<file path="config.mk">
export PLATFORM = sky130hd
export DESIGN_NAME = mem_arb
export DESIGN_NICKNAME = d
export VERILOG_FILES = /design/src/rtl/mem_arb.sv
export SDC_FILE = /design/constraint.sdc
export NUM_CORES = 1
export LEC_CHECK = 0
export BUFFER_PORTS_ARGS = -buffer_cell sky130_fd_sc_hd__buf_2
export CELL_PAD_IN_SITES_DETAIL_PLACEMENT = 1
export CELL_PAD_IN_SITES_GLOBAL_PLACEMENT = 1
export CORE_AREA = 2 2 193 195
export DETAILED_ROUTE_END_ITERATION = 8
export DIE_AREA = 0 0 195 197
export PLACE_DENSITY_LB_ADDON = 0.15
export SLEW_MARGIN = 20
export SYNTH_ARGS = -nofsm -noshare
export SYNTH_HDL_FRONTEND = slang
export SYNTH_SLANG_ARGS = --single-unit
export TNS_END_PERCENT = 5
</file>
<file path="constraint.sdc">
create_clock -name core_clk -period 4 [get_ports core_clk]
set_clock_uncertainty 0.05 [all_clocks]
set_input_delay 0.8 -clock core_clk [delete_from_list [all_inputs] [get_ports core_clk]]
set_output_delay 0.8 -clock core_clk [all_outputs]
set_load 0.01 [all_outputs]
</file>
<file path="src/rtl/mem_arb.sv">
// -----------------------------------------------------------------------------
// mem_arb -- single-port memory arbiter between the IFU fetch port and the LSU
// load/store port. Both requesters share one downstream memory bus and at most
// one transaction is outstanding at any time.
//
// Flow: IDLE (arbitrate, latch winner) -> REQ (drive bus until accepted)
//       -> WAIT (wait for response/ack) -> RESP (one-cycle valid pulse) -> IDLE.
//
// Build option:
//   MEM_ARB_RR_EN  defined   : round-robin arbitration between IFU and LSU.
//                  undefined : LSU has fixed priority, but IFU wins once the LSU
//                              has taken MAX_LSU_STREAK grants in a row while
//                              an IFU request was pending.
//
// Ports:
//   core_clk / core_rst      clock (rising edge) / async active-low reset
//   ifu_arb_*                IFU request (valid held until arb_ifu_ready)
//   arb_ifu_*                IFU ready pulse, fetched word, data-valid pulse
//   ifu_flush                discards the outstanding IFU response
//   lsu_arb_*                LSU request: addr, store data, dir, width
//   arb_lsu_*                LSU ready pulse, load data, done pulse
//   arb_mem_*                bus request: valid, addr, data, dir, width
//   mem_arb_*                bus accept, read data, response/ack
// -----------------------------------------------------------------------------
module mem_arb #(
  parameter int MAX_LSU_STREAK = 4,
  parameter int ADDR_W         = 64
) (
  input  logic              core_clk,
  input  logic              core_rst,
  input  logic              ifu_arb_valid,
  input  logic [ADDR_W-1:0] ifu_arb_addr,
  output logic              arb_ifu_ready,
  output logic [31:0]       arb_ifu_data,
  output logic              arb_ifu_valid,
  input  logic              ifu_flush,
  input  logic              lsu_arb_valid,
  input  logic [ADDR_W-1:0] lsu_arb_addr,
  input  logic [63:0]       lsu_arb_data,
  input  logic              lsu_arb_dir,
  input  logic [3:0]        lsu_arb_width,
  output logic              arb_lsu_ready,
  output logic [63:0]       arb_lsu_data,
  output logic              arb_lsu_valid,
  output logic              arb_mem_valid,
  output logic [ADDR_W-1:0] arb_mem_addr,
  output logic [63:0]       arb_mem_data,
  output logic              arb_mem_dir,
  output logic [3:0]        arb_mem_width,
  input  logic              mem_arb_ready,
  input  logic [63:0]       mem_arb_data,
  input  logic              mem_arb_valid
);

  typedef enum logic [1:0] {IDLE, REQ, WAIT, RESP} state_t;

  localparam logic GRANT_IFU = 1'b0;
  localparam logic GRANT_LSU = 1'b1;

  state_t state_reg;
  logic   owner_lsu_reg;    // owner of the in-flight transaction (1 = LSU)
  logic   ifu_drop_reg;     // in-flight IFU response must be swallowed
  logic   last_grant_reg;

  // A flushed IFU request is not eligible for a grant in that cycle.
  logic ifu_req;
  logic grant_lsu;
  logic grant_ifu;

  assign ifu_req = ifu_arb_valid & ~ifu_flush;

`ifdef MEM_ARB_RR_EN
  always_comb begin
    grant_lsu = 1'b0;
    grant_ifu = 1'b0;
    if (ifu_req && lsu_arb_valid) begin
      // Contention: the side that did not win last time goes now.
      grant_lsu = (last_grant_reg == GRANT_IFU);
      grant_ifu = (last_grant_reg == GRANT_LSU);
    end else begin
      grant_lsu = lsu_arb_valid;
      grant_ifu = ifu_req;
    end
  end
`else
  localparam logic [3:0] STREAK_MAX = 4'(MAX_LSU_STREAK);

  logic [3:0] lsu_streak_reg;
  logic       streak_full;

  assign streak_full = (lsu_streak_reg == STREAK_MAX);

  always_comb begin
    grant_lsu = 1'b0;
    grant_ifu = 1'b0;
    if (lsu_arb_valid && !(ifu_req && streak_full)) begin
      grant_lsu = 1'b1;
    end else begin
      grant_ifu = ifu_req;
    end
  end

  // Counts back-to-back LSU grants taken while the IFU was waiting; saturates
  // at the limit so that a flush-blocked IFU cannot push it past the compare.
  always_ff @(posedge core_clk or negedge core_rst) begin
    if (!core_rst) begin
      lsu_streak_reg <= 4'd0;
    end else if (state_reg == IDLE) begin
      if (grant_lsu) begin
        if (!ifu_arb_valid) begin
          lsu_streak_reg <= 4'd0;
        end else if (!streak_full) begin
          lsu_streak_reg <= lsu_streak_reg + 4'd1;
        end
      end else if (grant_ifu) begin
        lsu_streak_reg <= 4'd0;
      end
    end
  end
`endif

  // Main FSM; all outputs are registered. Ready pulses become visible in the
  // first REQ cycle, together with arb_mem_valid.
  always_ff @(posedge core_clk or negedge core_rst) begin
    if (!core_rst) begin
      state_reg      <= IDLE;
      owner_lsu_reg  <= 1'b0;
      ifu_drop_reg   <= 1'b0;
      last_grant_reg <= GRANT_IFU;
      arb_ifu_ready  <= 1'b0;
      arb_ifu_data   <= 32'd0;
      arb_ifu_valid  <= 1'b0;
      arb_lsu_ready  <= 1'b0;
      arb_lsu_data   <= 64'd0;
      arb_lsu_valid  <= 1'b0;
      arb_mem_valid  <= 1'b0;
      arb_mem_addr   <= '0;
      arb_mem_data   <= 64'd0;
      arb_mem_dir    <= 1'b0;
      arb_mem_width  <= 4'd0;
    end else begin
      arb_ifu_ready <= 1'b0;
      arb_lsu_ready <= 1'b0;
      arb_ifu_valid <= 1'b0;
      arb_lsu_valid <= 1'b0;

      // A flush only marks the response for dropping; the bus side of the
      // transaction always runs to completion.
      if (ifu_flush && (state_reg != IDLE) && !owner_lsu_reg) begin
        ifu_drop_reg <= 1'b1;
      end

      case (state_reg)
        IDLE: begin
          if (grant_lsu) begin
            arb_mem_addr   <= lsu_arb_addr;
            arb_mem_data   <= lsu_arb_data;
            arb_mem_dir    <= lsu_arb_dir;
            arb_mem_width  <= lsu_arb_width;
            arb_mem_valid  <= 1'b1;
            arb_lsu_ready  <= 1'b1;
            owner_lsu_reg  <= 1'b1;
            last_grant_reg <= GRANT_LSU;
            state_reg      <= REQ;
          end else if (grant_ifu) begin
            arb_mem_addr   <= ifu_arb_addr;
            arb_mem_data   <= 64'd0;
            arb_mem_dir    <= 1'b0;
            arb_mem_width  <= 4'd4;
            arb_mem_valid  <= 1'b1;
            arb_ifu_ready  <= 1'b1;
            owner_lsu_reg  <= 1'b0;
            last_grant_reg <= GRANT_IFU;
            state_reg      <= REQ;
          end
        end
        REQ: begin
          if (mem_arb_ready) begin
            arb_mem_valid <= 1'b0;
            state_reg     <= WAIT;
          end
        end
        WAIT: begin
          if (mem_arb_valid) begin
            if (owner_lsu_reg) begin
              arb_lsu_data  <= mem_arb_data;
              arb_lsu_valid <= 1'b1;
            end else begin
              // 32-bit fetch out of a 64-bit beat: addr[2] picks the half.
              arb_ifu_data  <= arb_mem_addr[2] ? mem_arb_data[63:32] : mem_arb_data[31:0];
              // A flush arriving in this very cycle also kills the pulse.
              arb_ifu_valid <= ~(ifu_drop_reg | ifu_flush);
            end
            state_reg <= RESP;
          end
        end
        RESP: begin
          ifu_drop_reg <= 1'b0;
          state_reg    <= IDLE;
        end
        default: state_reg <= IDLE;
      endcase
    end
  end

endmodule

</file>
==> run_results.csv <==
group,metric,value,unit
cts,cts_resized,0,
worst_setup_path,ff2ff_setup_slack,1.20,ns
route,drcViolationCount,0,
worst_hold_path,hp-class,"input port to async pin",
sta,rsz0062_at_grt,"false",
cts,clock_latency,0.56,ns
yosys,synth-edff-count,0,
yosys,synth_fp_nets,1201,
die,io_pins,502,
sta,worst_slack,1.20,ns
final_layout,nNetsFinal,1676,
yosys,synth_ff_type,"dfrtp_1",
die,row_count,70,
worst_setup_path,crit_type,"register to register",
sta,tns,0,ns
worst_setup_path,cpMaxStageDelayCell,"buf_4",
sta,hold_violations,0,
global_routing,antenna_found_initial,20,
run,cap_violations,0,
die,coreArea,36300,µm²
route,vias,9451,
route,drt_wl_total,39500,µm
pwr,peakVddDrop,357,µV
final_layout,drive_above_1_share,45.2,%
yosys,syn-instance-count,926,
cts,cts-root-buf,"clkbuf_16",
global_routing,grt-ovfl-total,0,
route,final_antenna_net_count,0,
yosys,syn_area,10500,µm²
sta,whs,0.191,ns
placed_design,dp.cells,1837,
yosys,syn_avg_cell_area,11.3,µm²
global_routing,grt_max_degree,85,
die,dieArea,38400,µm²
pwr,total_leakage_power,7.35,nW
global_routing,grt_pass1_vias,10200,
placed_design,pre_cts_slack,1.21,ns
worst_setup_path,critPathMaxFanout,60,
pwr,internal_power,7.50,mW
global_routing,track_usage,19.9,%
sta,drv_slew,0,
final_layout,area_delta_synth_final,38.7,%
pwr,switching_share,36.6,%
yosys,synth_common_cells,"dfrtp_1, nor2_1, a22o_1",
cts,postCtsHoldBufs,0,
route,wl_per_cell,20.8,µm
cts,post_cts_buffers,0,
yosys,synth_seq_cells,242,
yosys,yosysMostFrequentCell,"dfrtp_1",
yosys,ys_seq_area_share,57.7,%
placed_design,place.gp.congestion,0.767,
worst_setup_path,worstPathRequired,4.39,ns
worst_setup_path,path_cells,"inv_1 > ha_2 > buf_4 > nand3_2 > buf_4 > nor2_1 > nor3_1",
pwr,p_clk_share,24.8,%
run_status,status,"complete, no violations",
route,drt_pass1_iterations,4,
die,dieWidth,195,µm
worst_setup_path,cp-start-kind,"register",
placed_design,io_buffers,501,
cts,htree_levels,1,
route,viasPerCell,4.96,
cts,clkTransAtPathRegs,0.06,ns
sta,setup-violations-final,0,
cts,tritoncts.num_buffers,30,
sta,fmax,357,MHz
cts,cts.path.max_buffers,3,
final_layout,layoutNonFillerInstCount,1905,
final_layout,largestRegisters,"arb_lsu_data x64, arb_mem_addr x64, arb_mem_data x64",
global_routing,grt_first_pass_wirelength,60500,µm
yosys,ys_warn_count,0,
sta,final.min_clock_period,2.80,ns
sta,finalCritPeriodShare,69.9,%
sta,tightest_slew,0.991,ns
worst_setup_path,critPathArrivalTime,3.18,ns
die,fp.dieH,197,µm
yosys,synth_area_leaders,"dfrtp_1, mux2_2, a22o_1",
pwr,power_switching,4.34,mW
placed_design,dp_hpwl,28000,µm
worst_setup_path,max_stage_delay,0.63,ns
worst_setup_path,end_kind,"register",
sta,relSlewSlack,34.0,%
worst_setup_path,crit_path_frequent_cell,"buf_4",
route,drt_iter0_markers,404,
pwr,p_seq_share,35.9,%
yosys,synth_top_area_cell,"dfrtp_1",
yosys,ys_types,37,
pwr,p_comb_share,39.3,%
cts,cts.sinks,242,
yosys,ys_async_sr_fraction,100,%
pwr,p_per_area,813,nW/µm²
cts,cts_tree,"built",
die,start_util,28.9,%
yosys,yosys.area.top_type_share,57.7,%
## cell families (layout without fill, tap and decap cells)
kind of cell             count (synthesis)  in the layout  share of synthesized area, %
AND/OR/NAND/NOR                        308            308                          13.7
flip-flops                             242            242                          57.7
AO/OA/AOI/OAI                          185            185                          14.0
multiplexers                            97             97                          10.0
buffers and inverters                   87            586                          3.71
adder cells (fa/ha/maj)                  7              7                         0.835
other                                    0             12                             0
## layout make-up
class / instances / area, µm²
Sequential cell: 242 / 6060
Clock inverter: 15 / 230
Multi-Input combinational cell: 597 / 4090
Inverter: 13 / 48.8
Clock buffer: 41 / 852
Tap cell: 468 / 586
Fill cell: 4177 / 21700
Antenna cell: 12 / 30.0
Timing Repair Buffer: 517 / 2660
## critical path, delay by kind of cell, from the launching register on
| kind | cells | cell delay (ns) |
|---|---|---|
| buffers and inverters | 3 | 1.15 |
| AND/OR/NAND/NOR | 3 | 0.52 |
| adder cells (fa/ha/maj) | 1 | 0.46 |
| flip-flops | 1 | 0.41 |
## routing by layer
layer,track usage [%],vias to the layer above,wire (µm)
met1,23.1,4708,15500
met4,7.29,16,1180
li1,-,4342,-
met5,0,-,103
met3,6.04,77,2930
met2,34.8,308,19900
## power by group through the flow
stage	logic, mW	clock network [mW]	registers [mW]
finish	4.65	2.94	4.25
global placement	4.67	0	4.23
CTS	4.76	3.02	4.25
global route	5.11	3.11	4.41
detailed placement	4.74	0	4.27
floorplan	2.14	0	4.73
## cell usage in the layout (no fill, tap or decap), types with 5 or more instances in the layout
cell type  count
nor2_1       130
o221ai_1      64
dfrtp_1      241
o21ai_0       36
diode_2       12
or3_1         65
buf_4         14
mux2_2        65
clkbuf_8       6
mux2i_1       32
ha_1           6
nand2_1       38
clkbuf_16     30
clkbuf_1       5
inv_1         13
nor3_1        65
a22o_1        68
buf_2        500
bufinv_16      5
## metrics by stage
step / cell area, µm² / power [mW] / util, %
finish: 14600 / 11.8 / 40.1
global route: 14500 / 12.6 / 40.1
CTS: 14500 / 12.0 / 40.0
detailed placement: 13400 / 9.01 / 37.1
global placement: 13400 / 8.91 / 37.1
floorplan: 10500 / 6.87 / -
## final timing paths
path | startpoint | endpoint | depth (start not counted)
worst max register to register | state_reg[0]$_DFFE_PN0P_ | arb_mem_addr[59]$_DFFE_PN0P_ | 7
min in group core_clk | lsu_arb_data[63] | arb_mem_data[63]$_DFFE_PN0P_ | 2
max in group asynchronous | core_rst | arb_mem_data[38]$_DFFE_PN0P_ | 2
worst min register to register | ifu_drop_reg$_DFFE_PN0P_ | arb_ifu_valid$_DFF_PN0_ | 1
worst min-delay path | core_rst | arb_mem_addr[21]$_DFFE_PN0P_ | 1
worst max-delay path | state_reg[0]$_DFFE_PN0P_ | arb_mem_addr[59]$_DFFE_PN0P_ | 7
Note: power is estimated with default switching activity, not from simulation.
